==> src/rtl/ifetch_buffer.sv <==
// Instruction fetch front end: issues in-order word reads, buffers returned words with
// their PC in a small FIFO for decode, and flushes/drops stale responses on redirect.
module ifetch_buffer #(
    parameter logic [31:0] RESET_ADDR = 32'h0000_0000,
    parameter int          DEPTH      = 4
) (
    input  logic        i_clk,
    input  logic        i_rst_n,
    output logic        o_mem_req_valid,
    input  logic        i_mem_req_ready,
    output logic [31:0] o_mem_req_addr,
    input  logic        i_mem_rsp_valid,
    input  logic [31:0] i_mem_rsp_data,
    output logic        o_inst_valid,
    input  logic        i_inst_ready,
    output logic [31:0] o_inst,
    output logic [31:0] o_inst_pc,
    output logic        o_inst_trap,
    input  logic        i_redirect_valid,
    input  logic [31:0] i_redirect_pc
);
    localparam int PW = $clog2(DEPTH);
    localparam int CW = PW + 1;

    localparam logic [0:0] ST_RUN  = 1'b0;
    localparam logic [0:0] ST_TRAP = 1'b1;

    logic [0:0]       state;
    logic [31:0]      fpc;
    logic [CW-1:0]    pending;
    logic [CW-1:0]    drop;
    logic [CW-1:0]    count;
    logic [PW-1:0]    head;
    logic [PW-1:0]    tail;
    logic [PW-1:0]    fill;
    logic [DEPTH-1:0] ent_dv;
    logic [DEPTH-1:0] ent_trap;
    logic [31:0]      ent_pc   [DEPTH];
    logic [31:0]      ent_data [DEPTH];

    logic req_fire;
    logic pop;
    logic rsp_live;
    logic rsp_drop;
    logic rsp_fill;
    logic redir_trap;

    // Gating with i_rst_n keeps the request port quiet while reset is held.
    assign o_mem_req_valid = i_rst_n && (state == ST_RUN) && (count < CW'(DEPTH))
                             && !i_redirect_valid;
    assign o_mem_req_addr  = i_rst_n ? fpc : '0;

    assign o_inst_valid = (count != '0) && ent_dv[head];
    assign o_inst_trap  = o_inst_valid && ent_trap[head];
    assign o_inst       = (o_inst_valid && !ent_trap[head]) ? ent_data[head] : '0;
    assign o_inst_pc    = o_inst_valid ? ent_pc[head] : '0;

    assign req_fire   = o_mem_req_valid && i_mem_req_ready;
    assign pop        = o_inst_valid && i_inst_ready;
    assign rsp_live   = i_mem_rsp_valid && ((drop != '0) || (pending != '0));
    assign rsp_drop   = i_mem_rsp_valid && (drop != '0);
    assign rsp_fill   = i_mem_rsp_valid && (drop == '0) && (pending != '0);
    assign redir_trap = i_redirect_valid && (i_redirect_pc[1:0] != 2'b00);

    // NOTE: state registers use non-blocking assignments so every update in this block
    // sees the pre-edge values of its neighbours.
    always_ff @(posedge i_clk or negedge i_rst_n) begin
        if (!i_rst_n) begin
            state    <= ST_RUN;
            fpc      <= RESET_ADDR;
            pending  <= '0;
            drop     <= '0;
            count    <= '0;
            head     <= '0;
            tail     <= '0;
            fill     <= '0;
            ent_dv   <= '0;
            ent_trap <= '0;
        end else if (i_redirect_valid) begin
            // Everything still outstanding becomes stale, less a response landing now.
            head    <= '0;
            fill    <= '0;
            pending <= '0;
            drop    <= drop + pending - CW'(rsp_live);
            fpc     <= i_redirect_pc;
            if (redir_trap) begin
                state    <= ST_TRAP;
                tail     <= PW'(1);
                count    <= CW'(1);
                ent_dv   <= DEPTH'(1);
                ent_trap <= DEPTH'(1);
            end else begin
                state    <= ST_RUN;
                tail     <= '0;
                count    <= '0;
                ent_dv   <= '0;
                ent_trap <= '0;
            end
        end else begin
            if (req_fire) begin
                tail           <= tail + PW'(1);
                fpc            <= fpc + 32'd4;
                ent_dv[tail]   <= 1'b0;
                ent_trap[tail] <= 1'b0;
            end
            if (rsp_fill) begin
                ent_dv[fill] <= 1'b1;
                fill         <= fill + PW'(1);
            end
            if (rsp_drop) begin
                drop <= drop - CW'(1);
            end
            if (pop) begin
                head <= head + PW'(1);
            end
            pending <= pending + CW'(req_fire) - CW'(rsp_fill);
            count   <= count + CW'(req_fire) - CW'(pop);
        end
    end

    // NOTE: payload storage carries no reset; count and ent_dv gate every read of it.
    always_ff @(posedge i_clk) begin
        if (i_redirect_valid) begin
            if (redir_trap) begin
                ent_pc[0]   <= i_redirect_pc;
                ent_data[0] <= '0;
            end
        end else begin
            if (req_fire) begin
                ent_pc[tail] <= fpc;
            end
            if (rsp_fill) begin
                ent_data[fill] <= i_mem_rsp_data;
            end
        end
    end

endmodule

==> config.mk <==
export PLATFORM = sky130hd
export DESIGN_NAME = ifetch_buffer
export DESIGN_NICKNAME = d
export VERILOG_FILES = /design/src/rtl/ifetch_buffer.sv
export SDC_FILE = /design/constraint.sdc
export NUM_CORES = 1
export LEC_CHECK = 0
export CORE_MARGIN = 5
export CORE_UTILIZATION = 64
export DETAILED_ROUTE_END_ITERATION = 12
export DONT_BUFFER_PORTS = 1
export PLACE_DENSITY_LB_ADDON = 0.3
export SLEW_MARGIN = 15
export SYNTH_ARGS = -nofsm -noshare
export SYNTH_HDL_FRONTEND = slang
export SYNTH_SLANG_ARGS = --single-unit
==> constraint.sdc <==
create_clock -name i_clk -period 6.8 [get_ports i_clk]
set_clock_uncertainty 0.05 [all_clocks]
set_input_delay 1.02 -clock i_clk [delete_from_list [all_inputs] [get_ports i_clk]]
set_output_delay 1.02 -clock i_clk [all_outputs]
set_load 0.03 [all_outputs]
==> reports/results.ini <==
[outcome]
status=finished, final reports clean

[routing]
wl_met3_mm=2.75
wire_per_inst_um=23.7
drtIter0Drc=673
wirelength_mm=29.1
vias_per_cell=6.30
wl_met1_mm=11.7
num_vias=7738
firstDrtPassIters=5
highest_layer=met4
drc=0
ant_nets=0
wl_met2_mm=13.9

[sta]
hold_viol_final=0
fin_crit_ns=4.66
worstMarginPinSlew_ns=1.06
slew_violations=0
fmax_mhz=215
setup_viol=0
fin_crit_sh=0.685
fin_ws_ns=2.14
rsz0062_at_grt=false
slew_headroom=0.291
finalSetupTns_ns=0

[floorplan]
die_h_um=157
dieWidth_um=157
coreArea_sq_um=21200
die-area_sq_um=24600
io_pins=169
rows=53
start_util=0.653

[run]
drv_cap=0

[clock_network]
cts_inserted_buffers=31
cts_tree=yes
cts_root_buffer=clkbuf_16
htree_levels=1
cts_sinks=312
ctsResizeCount=0
cts_buffer_depth=3
postCtsSetupRepairBufs=0
path_clk_slew_ns=0.06
insertion_delay_ns=0.56
cts_hold_buf=0

[synthesis]
yosys-top-cells-count=edfxtp_1 (256), nand2_1 (139), and2_1 (68)
synth_edf_count=256
yosysWarnings=0
netlist_instances=934
post-synth-top-count-cell=edfxtp_1
synth-seq-area-share=0.658
synthTopCellsByArea=edfxtp_1 (56%), mux4_2 (11%), dfrtp_1 (10%)
synth_fp_nets=1025
netlist.area_leader.share=0.556
netlist_area_sq_um=13800
syn_area_per_cell_sq_um=14.8
synth-async-reset-ratio=0.179
ys_types=47
synth-seq-cells=312
synth_largest_area_cell=edfxtp_1
synth_ff_type=edfxtp_1

[place]
routabilityCongestion=0.866
dp_slack_ns=2.62
port_buffers=0
place_hpwl_mm=18.2

[worst_setup_path]
critical_path_class=flop to primary output
reg2reg_to=count[2]
rr_startpoint=head[1]
cp_cell_sequence=mux4_2 -> o31a_2 -> nand2b_1 -> buf_4 -> nor2b_1
worstPathRequired_ns=5.73
cp-start-kind=flop
slowest_stage=dfrtp_2
rr_worst_depth=10
critPathMaxFanout=37
critPathMaxStageDelay_ns=0.95
r2r_slack_ns=3.27
arrival_ns=3.59
cp-end-kind=primary output

[cells_and_area]
fillers=1369
final_layout_size_suffix_gt1_frac=0.160
fin_nets=1018
area_growth_pct=9.10
seq_area_sq_um=9090
multi_input_area_sq_um=4470

[power_and_ir_drop]
ir_worst_vdd_mv=0.257
power_density_nw_per_um2=307
p_leak_nw=5.36

[global_routing]
grt_max_degree=92
grt_overflow=0
track_usage=0.242
grt_pass1_vias=7882
grt_pass1_wl_mm=45.6
grt_antenna_before_repair=1

[hold_path]
min_path_type=input port to async pin

## cell type report
| class | instances | share of cell area |
|---|---|---|
| flip-flops and latches | 312 | 0.603 |
| clock buffers | 46 | 0.0565 |
| repair buffers | 13 | 0.00647 |
| diodes | 1 | 0.000166 |
| well taps | 275 | 0.0228 |
| inverters | 21 | 0.00523 |
| clock inverters | 12 | 0.00946 |
| multi-input cells | 548 | 0.296 |
## cells in the final DEF, fill, tap and decap left out, types with 5 or more instances in the layout
cell type  synthesis  final
nor2b_1           33     33
mux2_2             6      6
xor2_1            15     15
dfrtp_1           56     54
nand3_1           17     17
o21ai_1            5      5
edfxtp_1         256    256
o311ai_0           6      6
clkbuf_16          0     31
clkbuf_1          29     13
mux4_2            66     66
o21ai_0           25     24
nand2_1          139    139
ha_1              18     18
nand4_1           17     17
xnor2_1           16     16
and2_1            68     68
nor2_1            25     24
buf_4              2     13
nor4_1             6      5
and3_1            42     40
clkinv_2           0      7
nor3_1             8      5
inv_1             21     21
a21oi_1            7      7
## critical path, delay by kind of cell (launching register included)
| kind | cells | cell delay (ns) |
|---|---|---|
| buf+inv | 1 | 0.27 |
| mux | 1 | 0.36 |
| simple gates | 2 | 0.70 |
| compound gates | 1 | 0.71 |
| flops | 1 | 0.95 |
## per-stage QoR
| step | cell area (sq um) | utilization | hold slack (ns) | std cells | total power, mW |
|---|---|---|---|---|---|
| floorplan | 13800 | - | 0.413 | 934 | 2.89 |
| global placement | 14100 | 0.666 | 0.445 | 1169 | 3.01 |
| detailed placement | 14100 | 0.666 | 0.453 | 1169 | 3.02 |
| CTS | 15100 | 0.713 | 0.0861 | 1227 | 4.67 |
| global route | 15100 | 0.713 | 0.0833 | 1228 | 4.83 |
| finish | 15100 | 0.713 | 0.0995 | 1228 | 4.63 |
## layer usage
layer | track usage | vias up
li1 | - | 3448
met1 | 0.351 | 3906
met2 | 0.381 | 331
met3 | 0.0533 | 53
met4 | 0.0674 | 0
met5 | 0 | -
## how the worst max path moves through the flow
| stage | from | endpoint | slack (ns) | cells after the start |
|---|---|---|---|---|
| 2_1_floorplan | i_redirect_valid | ent_pc[0][0] | 1.41 | 3 |
| 3_3_place_gp | head[1] | o_inst[9] | 2.72 | 5 |
| 3_5_place_dp | head[1] | o_inst[9] | 2.62 | 5 |
| 4_1_cts | head[1] | o_inst[9] | 2.06 | 5 |
| 5_1_grt | head[1] | o_inst[9] | 1.80 | 5 |
| 6_report | head[1] | o_inst[5] | 2.14 | 5 |
## state kept, by name, indices dropped and copies added (netlist names)
register,flops
state,1
fpc,32
drop,3
ent_trap,4
ent_data,128
fill,2
head,2
pending,3
count,3
ent_dv,4
ent_pc,128
tail,2
## kinds of logic after synthesis
kind of cell	count (synthesis)	synth area share
muxes	74	0.114
xor gates and xnor gates	31	0.0196
buffers and inverters	74	0.0247
AOI/OAI and AO/OA	54	0.0241
DFF	312	0.658
adders and majority gates	21	0.0206
and+or+nand+nor	368	0.139
## where the power goes
part           internal [mW]  switching, mW
Clock                  0.980          0.680
Combinational          0.275          0.484
Sequential              2.13         0.0817
Total                   3.39           1.25
(Power assumes the default switching activity.)
